## config.mk

```make
export PLATFORM = sky130hd
export DESIGN_NAME = fetch_block
export DESIGN_NICKNAME = d
export VERILOG_FILES = /design/src/rtl/fetch_block_pkg.sv /design/src/rtl/fetch_skid_buffer.sv /design/src/rtl/fetch_block.sv
export SDC_FILE = /design/constraint.sdc
export NUM_CORES = 1
export LEC_CHECK = 0
export CAP_MARGIN = 20
export CELL_PAD_IN_SITES_DETAIL_PLACEMENT = 1
export CELL_PAD_IN_SITES_GLOBAL_PLACEMENT = 1
export CORE_UTILIZATION = 30
export DETAILED_ROUTE_END_ITERATION = 16
export HOLD_SLACK_MARGIN = 0.06
export PLACE_DENSITY_LB_ADDON = 0.12
export SYNTH_ARGS = -nofsm -noshare
export SYNTH_HDL_FRONTEND = slang
export SYNTH_SLANG_ARGS = --single-unit
export TNS_END_PERCENT = 20
```

## constraint.sdc

```tcl
create_clock -name clk_i -period 2.8 [get_ports clk_i]
set_clock_uncertainty 0.05 [all_clocks]
set_input_delay 0.56 -clock clk_i [delete_from_list [all_inputs] [get_ports clk_i]]
set_output_delay 0.56 -clock clk_i [all_outputs]
set_load 0.005 [all_outputs]
```

## src/rtl/fetch_block_pkg.sv

```systemverilog
// Shared types for the fetch front end: word/half-word types, pipeline control
// signal types and the fetch FSM state encoding.
package fetch_block_pkg;

  typedef logic [31:0] WORD;
  typedef logic [15:0] HALF_WORD;
  typedef HALF_WORD    instruction;
  typedef logic        stall_pipeline_sig;
  typedef logic        flush_pipeline_sig;

  typedef enum logic [1:0] {
    S_IDLE,
    S_RUN,
    S_HOLD,
    S_FLUSH
  } fetch_state_t;

  localparam WORD INSTR_BYTES = 32'd2;

  // Thumb fetch addresses are half-word aligned; bit 0 is never honoured.
  function automatic WORD align_half(input WORD addr);
    return {addr[31:1], 1'b0};
  endfunction

endpackage

```

## src/rtl/fetch_skid_buffer.sv

```systemverilog
// One-entry holding register for an instruction and its PC, used to park the
// response that lands while decode is stalled.
module fetch_skid_buffer
  import fetch_block_pkg::*;
(
  input  logic       clk_i,
  input  logic       reset_i,
  input  logic       capture,
  input  logic       release_entry,
  input  logic       clear,
  input  instruction capture_data,
  input  WORD        capture_pc,
  output logic       valid,
  output instruction data,
  output WORD        pc
);

  always_ff @(posedge clk_i) begin
    if (reset_i || clear) begin
      valid <= 1'b0;
      data  <= '0;
      pc    <= '0;
    end else if (capture) begin
      valid <= 1'b1;
      data  <= capture_data;
      pc    <= capture_pc;
    end else if (release_entry) begin
      valid <= 1'b0;
    end
  end

  // A second capture without an intervening release would lose an instruction.
  skid_overflow: assert property (@(posedge clk_i) disable iff (reset_i)
    !(capture && valid && !release_entry && !clear));

endmodule

```

## src/rtl/fetch_block.sv

```systemverilog
// Thumb fetch stage: PC generation, single-cycle-latency imem requests and the
// registered fetch/decode boundary with a one-entry skid for stalls.
//
// state   | meaning
// S_IDLE  | first cycle after reset, issue fetch at RESET_VECTOR
// S_RUN   | streaming one instruction per cycle
// S_HOLD  | decode stalled, outputs and skid frozen, no requests
// S_FLUSH | redirect issued last cycle, target response arriving
module fetch_block
  import fetch_block_pkg::*;
#(
  parameter WORD RESET_VECTOR = 32'h0000_0000
) (
  input  logic              clk_i,
  input  logic              reset_i,
  input  stall_pipeline_sig stall_pipeline_i,
  input  flush_pipeline_sig flush_pipeline_i,
  input  WORD               branch_target_i,
  input  HALF_WORD          imem_data_i,
  output logic              imem_req_o,
  output WORD               imem_addr_o,
  output instruction        instruction_o,
  output WORD               program_counter_o,
  output logic              is_valid_o
);

  fetch_state_t state_q, state_d;
  WORD          pc_q;
  WORD          resp_pc_q;
  logic         inflight_q;

  logic         skid_valid;
  instruction   skid_data;
  WORD          skid_pc;
  logic         skid_capture, skid_release, skid_clear;
  logic         fd_load_mem, fd_load_skid, fd_kill;

  always_ff @(posedge clk_i) begin
    if (reset_i) state_q <= S_IDLE;
    else         state_q <= state_d;
  end

  always_comb begin
    state_d      = state_q;
    imem_req_o   = 1'b0;
    imem_addr_o  = pc_q;
    skid_capture = 1'b0;
    skid_release = 1'b0;
    skid_clear   = 1'b0;
    fd_load_mem  = 1'b0;
    fd_load_skid = 1'b0;
    fd_kill      = 1'b0;
    if (!reset_i) begin
      imem_addr_o = flush_pipeline_i ? align_half(branch_target_i) : pc_q;
      if (flush_pipeline_i) begin
        // Redirect beats stall: whatever is in flight or parked is younger than the branch.
        imem_req_o = 1'b1;
        fd_kill    = 1'b1;
        skid_clear = 1'b1;
        state_d    = S_FLUSH;
      end else begin
        unique case (state_q)
          S_IDLE: begin
            imem_req_o = 1'b1;
            state_d    = S_RUN;
          end
          S_RUN, S_HOLD, S_FLUSH: begin
            if (stall_pipeline_i) begin
              skid_capture = inflight_q;
              state_d      = S_HOLD;
            end else begin
              imem_req_o = 1'b1;
              if (skid_valid) begin
                fd_load_skid = 1'b1;
                skid_release = 1'b1;
              end else begin
                fd_load_mem = 1'b1;
              end
              state_d = S_RUN;
            end
          end
        endcase
      end
    end
  end

  always_ff @(posedge clk_i) begin
    if (reset_i) begin
      pc_q       <= RESET_VECTOR;
      resp_pc_q  <= '0;
      inflight_q <= 1'b0;
    end else begin
      inflight_q <= imem_req_o;
      if (imem_req_o) begin
        pc_q      <= imem_addr_o + INSTR_BYTES;
        resp_pc_q <= imem_addr_o;
      end
    end
  end

  always_ff @(posedge clk_i) begin
    if (reset_i) begin
      instruction_o     <= '0;
      program_counter_o <= '0;
      is_valid_o        <= 1'b0;
    end else if (fd_kill) begin
      is_valid_o <= 1'b0;
    end else if (fd_load_skid) begin
      instruction_o     <= skid_data;
      program_counter_o <= skid_pc;
      is_valid_o        <= 1'b1;
    end else if (fd_load_mem) begin
      instruction_o     <= imem_data_i;
      program_counter_o <= resp_pc_q;
      is_valid_o        <= inflight_q;
    end
  end

  fetch_skid_buffer u_skid (
    .clk_i         (clk_i),
    .reset_i       (reset_i),
    .capture       (skid_capture),
    .release_entry (skid_release),
    .clear         (skid_clear),
    .capture_data  (imem_data_i),
    .capture_pc    (resp_pc_q),
    .valid         (skid_valid),
    .data          (skid_data),
    .pc            (skid_pc)
  );

endmodule

```

==> metrics.md, run 1 <==
| Metric | Value |
|---|---|
| Outcome | completed |
| Die height | 159 µm |
| Worst-path clk slew | 60 ps |
| Post-synthesis async set-or-reset flop share | 0% |
| First-pass DRT Iterations | 4 |
| Yosys warning count | 0 |
| Largest net degree at the start of global routing | 100 |
| CTS tree | yes |
| Worst EP arrival | 2020 ps |
| Final Max Tran Viols | 0 |
| Final Cycle Share | 93.8% |
| Lkg Pwr | 4.15 nW |
| Vias | 6,788 |
| Synth-to-layout area growth | 42.0% |
| Post-synthesis register bit count | 164 |
| Hold_sp | u_skid.pc[15]$_SDFFE_PP0P_ |
| Detailed-route wire length | 23,300 µm |
| First-pass GRT wire length | 37,600 µm |
| Post-DP HPWL | 16,100 µm |
| Pre-CTS setup slack | -241 ps |
| Skew-Pair Late Insertion Delay | 430 ps |
| Core Region | 0.0243 mm² |
| Syn_area_per_cell | 8.47 µm² |
| Critical path cell sequence | buf_2 > and2b_4 > buf_6 > buf_12 > buf_4 > mux2_2 > dlygate4sd2_1 |
| Number of max-cap violations | 0 |
| Largest cells by area after synthesis | dfxtp_1 44%, mux2i_1 12%, nand2_1 10%, a211oi_1 5.5%, nor2_1 3.5% |
| Hold buffer count at CTS | 0 |
| CTS Buf Count | 17 |
| Top-area cell type share of the netlist area | 44.2% |
| Minimum clock period | 2630 ps |
| Worst hold path type | reg -> reg |
| Combinational share of power | 16.3% |
| Final setup TNS | 0 ps |
| Initial cell density of the core | 30.6% |
| Ports | 134 |
| Htree depth | 4 |
| Design Area, Final | 0.0106 mm² |
| Drt drc | 0 |
| GRT Overall Usage | 18.8% |
| IO buf count | 132 |
| Mapped Nets | 931 |
| Vias in the first global route | 6,831 |
| Die W | 159 µm |
| EDFF count, synth | 0 |
| Sequential share of power | 44.4% |
| Critical path type | in -> out |
| Mapped Cells | 878 |
| Max VDD drop | 0.272 mV |
| RSZ-0062 raised after global routing | no |
| Crit path launch type | input port |
| Final Hold Viols | 0 |
| Post-route ant nets | 0 |
| Num Clock Sinks | 164 |
| Remaining Overflow, GRT | 0 |
| Vias per cell | 4.80 |
| Slew margin rel. | 57.9% |
| Die area | 0.0254 mm² |
| DR WL/cell | 16.5 µm |
| Cell Area, Synth | 0.00743 mm² |
| Antenna diode count | 0 |
| Initial drt markers | 334 |
| Final Wtd Congestion | 0.830 |
| # setup viols final | 0 |
| Power Dens Cells | 543 mW/mm² |
| Root Buffer | clkbuf_16 |
| Share of cells above drive strength 1 | 17.2% |
| Initial antenna violation count | 0 |
| Origin of the worst setup path | reset_i |
| Post-synth top flop | dfxtp_1 |
| Sequential share of the synthesized area | 44.2% |
| Fin nets | 1,131 |
| Switching share of power | 28.0% |
| Net Sw Power | 1.60 mW |
| CP Data Required Time | 2190 ps |
| Launching point of the worst reg2reg path | pc_q[4]$_SDFFE_PP0P_ |
| Critical-path top delay cell | mux2_2 |
| Post-synthesis cell type count | 53 |
| Crit. End Element | output pin |
| Internal power | 4.13 mW |
| FMAX | 0.381 GHz |
| DP Area | 0.00975 mm² |
| Critical path fanouts, max | 8 |
| Synth area leader | dfxtp_1 |
| PnR worst setup slack | 175 ps |
| CP peak stage delay | 340 ps |
| Maximum clock path buffer count | 2 |
| Worst Max-Slew Pin Slew | 629 ps |
| Clk pwr share | 39.2% |
| Row cnt | 57 |
==> metal layers <==
metal	share of wire (%)	up-vias	GRT usage, %
met5	0	-	0
met4	0.74	0	3.85
met3	3.4	14	3.65
met2	45	125	30.3
met1	51	3204	26.0
li1	-	3445	-
==> cells in the final DEF, fill, tap and decap left out, types with 21 or more instances in the layout <==
master           instances
a211oi_1                54
a21oi_1                 31
buf_4                   97
clkdlybuf4s50_1        110
dfxtp_1                163
inv_1                   21
mux2i_1                 74
nand2_1                202
nor2_1                  68
o21ai_0                 48
==> what timing repair did <==
item                       CTS  global route
gates cloned                 1             0
gates resized for setup     35            21
buffers inserted             5             4
setup endpoints to repair   32            21
==> worst max-delay path, delay by kind of cell <==
kind / cells / cell delay, ps
buffers and inverters: 5 / 770
multiplexers: 1 / 340
AND/OR/NAND/NOR: 1 / 330
==> final cells by class <==
| type | instances | area (µm²) |
|---|---|---|
| Multi-Input combinational cell | 630 | 3960 |
| Inverter | 25 | 93.8 |
| Clock inverter | 14 | 118 |
| Clock buffer | 18 | 439 |
| Sequential cell | 164 | 3280 |
| Tap cell | 324 | 405 |
| Fill cell | 2851 | 13800 |
| Timing Repair Buffer | 240 | 2250 |
==> synth_stat cells, drive strengths merged, types with 3 or more instances <==
cell / instances
o311ai: 3
a21oi: 31
nand4: 4
mux2: 5
mux2i: 92
inv: 24
a22o: 5
dfxtp: 164
nor4: 12
nand2: 204
and2: 8
clkbuf: 49
and3: 18
o31ai: 3
xnor2: 14
a21o: 10
buf: 10
nor2: 70
nor3: 12
o21ai: 53
a211oi: 54
nand3: 11
a32oi: 3
==> state kept, by name, indices dropped and copies added (netlist names) <==
register / flops
pc_q: 32
is_valid_o: 1
u_skid.data: 16
program_counter_o: 32
instruction_o: 16
resp_pc_q: 31
state_q: 2
u_skid.pc: 32
inflight_q: 1
u_skid.valid: 1
==> power groups by stage <==
stage | clock [mW] | sequential (mW) | combinational (mW)
finish | 2.25 | 2.55 | 0.937
global route | 2.42 | 2.56 | 1.02
CTS | 2.31 | 2.54 | 0.929
detailed placement | 0 | 2.59 | 0.910
global placement | 0 | 2.59 | 0.902
floorplan | 0 | 2.57 | 0.407
==> cell families after synthesis <==
kind of cell | after synthesis | synth area share [%]
simple gates | 344 | 20.6
compound gates | 174 | 15.4
flops | 164 | 44.2
mux | 97 | 13.5
buf+inv | 84 | 4.58
xor+xnor | 14 | 1.65
fa+ha+maj | 1 | 0.168
==> per-stage QoR <==
stage	total power [mW]	util, %	hold WS, ps	std cells
2_1_floorplan	2.97	-	375	878
3_3_place_gp	3.49	40.1	391	1373
3_5_place_dp	3.50	40.1	400	1373
4_1_cts	5.78	42.9	409	1411
5_1_grt	6.00	43.4	422	1415
6_report	5.73	43.4	405	1415
==> final timing paths <==
path	endpoint	cells past startpoint	slack (ps)
worst max-delay path	imem_addr_o[6]	7	170
worst min-delay path	u_skid.pc[15]$_SDFFE_PP0P_	2	410
worst max register to register	pc_q[12]$_SDFFE_PP0P_	7	810
worst min register to register	u_skid.pc[15]$_SDFFE_PP0P_	2	410
No activity file was read; power rests on OpenSTA's default activity.
==> run 2, diff against run 1 <==
--- a/config.mk
+++ b/config.mk
@@ -9,6 +9,7 @@
 export CELL_PAD_IN_SITES_DETAIL_PLACEMENT = 1
 export CELL_PAD_IN_SITES_GLOBAL_PLACEMENT = 1
 export CORE_UTILIZATION = 30
+export CTS_BUF_LIST = sky130_fd_sc_hd__clkbuf_4 sky130_fd_sc_hd__clkbuf_8 sky130_fd_sc_hd__clkbuf_16
 export DETAILED_ROUTE_END_ITERATION = 16
 export HOLD_SLACK_MARGIN = 0.06
 export PLACE_DENSITY_LB_ADDON = 0.12
==> constraint.sdc (replaced) <==
create_clock -name clk_i -period 2.8 [get_ports clk_i]
set_clock_uncertainty 0.05 [all_clocks]
set_input_delay 0.42 -clock clk_i [delete_from_list [all_inputs] [get_ports clk_i]]
set_output_delay 0.42 -clock clk_i [all_outputs]
set_load 0.005 [all_outputs]
==> run 2 against run 1 <==
First-iteration DRC count shrank 26%. Flip-flop and latch count did not move. Fmax increased by 2.7%. Critical path depth shrank 2. Worst setup slack better by 70 ps. Critical endpoint is now imem_addr_o[22]. Largest power group is now the clock network.
==> metrics.md, run 2 (synthesis results as in run 1) <==
| Metric | Value |
|---|---|
| Worst EP arrival | 2090 ps |
| # setup viols final | 0 |
| Drt drc | 0 |
| FMAX | 0.391 GHz |
| Post-DP HPWL | 16,000 µm |
| Initial antenna violation count | 0 |
| Crit path launch type | input port |
| RSZ-0062 raised after global routing | no |
| Die W | 159 µm |
| Share of cells above drive strength 1 | 13.8% |
| Worst Max-Slew Pin Slew | 672 ps |
| Final Max Tran Viols | 0 |
| Crit path buf inv count | 3 |
| CP Capture Point | imem_addr_o[22] |
| Vias per cell | 4.76 |
| Crit path max-delay family | buffers and inverters |
| DR WL/cell | 16.2 µm |
| Num Clock Sinks | 164 |
| Slew margin rel. | 55.2% |
| Post-route ant nets | 0 |
| Die height | 159 µm |
| Critical path fanouts, max | 9 |
| WHS | 406 ps |
| Final cell count without fillers | 1,394 |
| Power Dens Cells | 597 mW/mm² |
| Initial cell density of the core | 30.6% |
| CTS Buf Count | 17 |
| Crit. End Element | output pin |
| Hold buffer count at CTS | 0 |
| Number of max-cap violations | 0 |
| Final Wtd Congestion | 0.817 |
| Skew-Pair Late Insertion Delay | 430 ps |
| Critical path cell sequence | dlygate4sd2_1 > and2b_4 > buf_4 > mux2_2 > clkdlybuf4s50_1 |
| Minimum clock period | 2560 ps |
| Detailed-route wire length | 22,600 µm |
| Remaining Overflow, GRT | 0 |
| Synth-to-layout area growth | 39.1% |
| CP Data Required Time | 2330 ps |
| IO buf count | 132 |
| Final Cycle Share | 91.3% |
| Most frequent cells in the layout | 204 x nand2_1, 163 x dfxtp_1, 130 x clkdlybuf4s50_1 |
| Htree depth | 4 |
| Launching point of the worst reg2reg path | pc_q[5]$_SDFFE_PP0P_ |
| Critical path type | in -> out |
| Initial drt markers | 248 |
| Final setup TNS | 0 ps |
| Maximum clock path buffer count | 2 |
| Lkg Pwr | 3.96 nW |
| Worst r2r path cells | 7 |
| Worst hold path type | reg -> reg |
| Critical-path top delay cell | clkdlybuf4s50_1 |
| Biggest regs | pc_q x32, program_counter_o x32, u_skid.pc x32 |
| End of the worst register-to-register path | pc_q[22]$_SDFFE_PP0P_ |
| GRT Overall Usage | 18.4% |
| Final Hold Viols | 0 |
| Origin of the worst setup path | flush_pipeline_i |
| Max VDD drop | 0.385 mV |
| FF-to-FF setup slack | 770 ps |
| Vias | 6,638 |
| Die area | 0.0254 mm² |
| Vias in the first global route | 6,860 |
| Worst path depth | 5 |
| Outcome | completed |
| Core Region | 0.0243 mm² |
| CTS tree | yes |
| Worst-path clk slew | 70 ps |
| Largest net degree at the start of global routing | 100 |
| Fin nets | 1,110 |
| Placed cells | 1,360 |
| Ports | 134 |
| First-pass GRT wire length | 36,800 µm |
| Root Buffer | clkbuf_16 |
| Antenna diode count | 0 |
| Row cnt | 57 |
| Most common cell after layout, fill and taps aside | nand2_1 |
| CP peak stage delay | 450 ps |
| First-pass DRT Iterations | 4 |
## run 2: changes by cell type in the layout (fill, tap and decap cells not counted), sizes merged
| cell | before | now |
|---|---|---|
| clkdlybuf4s50 | 110 | 130 |
| buf | 109 | 88 |
| clkinv | 3 | 1 |
| inv | 31 | 32 |
| dlymetal6s2s | 7 | 0 |
| dlygate4sd2 | 14 | 1 |
| clkinvlp | 5 | 1 |
| bufinv | 0 | 6 |
| clkbuf | 18 | 17 |
## run 2: how the worst min path moves through the flow
stage,from,end,slack (ps),cells past startpoint
floorplan,pc_q[31]$_SDFFE_PP0P_,pc_q[31]$_SDFFE_PP0P_,370,2
global placement,u_skid.pc[12]$_SDFFE_PP0P_,u_skid.pc[12]$_SDFFE_PP0P_,390,2
detailed placement,u_skid.pc[16]$_SDFFE_PP0P_,u_skid.pc[16]$_SDFFE_PP0P_,400,2
CTS,u_skid.pc[16]$_SDFFE_PP0P_,u_skid.pc[16]$_SDFFE_PP0P_,410,2
global route,u_skid.data[11]$_SDFFE_PP0P_,u_skid.data[11]$_SDFFE_PP0P_,420,2
finish,u_skid.data[11]$_SDFFE_PP0P_,u_skid.data[11]$_SDFFE_PP0P_,410,2
## run 2: worst register-to-register path: cells and delay by family (launching register included)
kind / cells / cell delay, ps
flip-flops: 1 / 400
multiplexers: 2 / 480
AND/OR/NAND/NOR: 4 / 810
buffers and inverters: 1 / 180
## run 2: through the flow
step / power (mW) / cell area, µm² / utilization (%) / setup slack, ps
after floorplan: 2.97 / 7440 / - / 11.6
after global placement: 3.46 / 9630 / 39.6 / -181
after detailed placement: 3.47 / 9630 / 39.6 / -270
after CTS: 6.26 / 10300 / 42.5 / 261
after global routing: 6.45 / 10300 / 42.5 / 125
final: 6.17 / 10300 / 42.5 / 245
## run 2: final cells by class
cell class / instances / area (µm²)
clock buffers: 17 / 425
flip-flops and latches: 164 / 3280
multi-input cells: 630 / 3830
clock inverters: 15 / 263
repair buffers: 219 / 2040
inverters: 25 / 93.8
well taps: 324 / 405
fillers: 2850 / 14000
## run 2: power by group
| part | total [mW] | internal (mW) | switching (mW) |
|---|---|---|---|
| registers | 2.55 | 2.45 | 0.0985 |
| clock network | 2.76 | 1.70 | 1.05 |
| logic | 0.865 | 0.457 | 0.408 |
| total | 6.17 | 4.61 | 1.56 |
## run 2: what timing repair did
| action | 4_1_cts | 5_1_grt |
|---|---|---|
| setup endpoints to repair | 15 | 0 |
| resized for setup | 2 | 0 |
| buffers inserted | 2 | 0 |
## run 2: layer usage
metal  share of wire [%]  vias to the layer above  GRT usage [%]
met4                 1.2                        0           5.03
met3                 3.7                       11           3.54
met1                  51                     3098           25.6
met2                  44                      128           28.9
met5                   0                        -              0
li1                    -                     3401              -
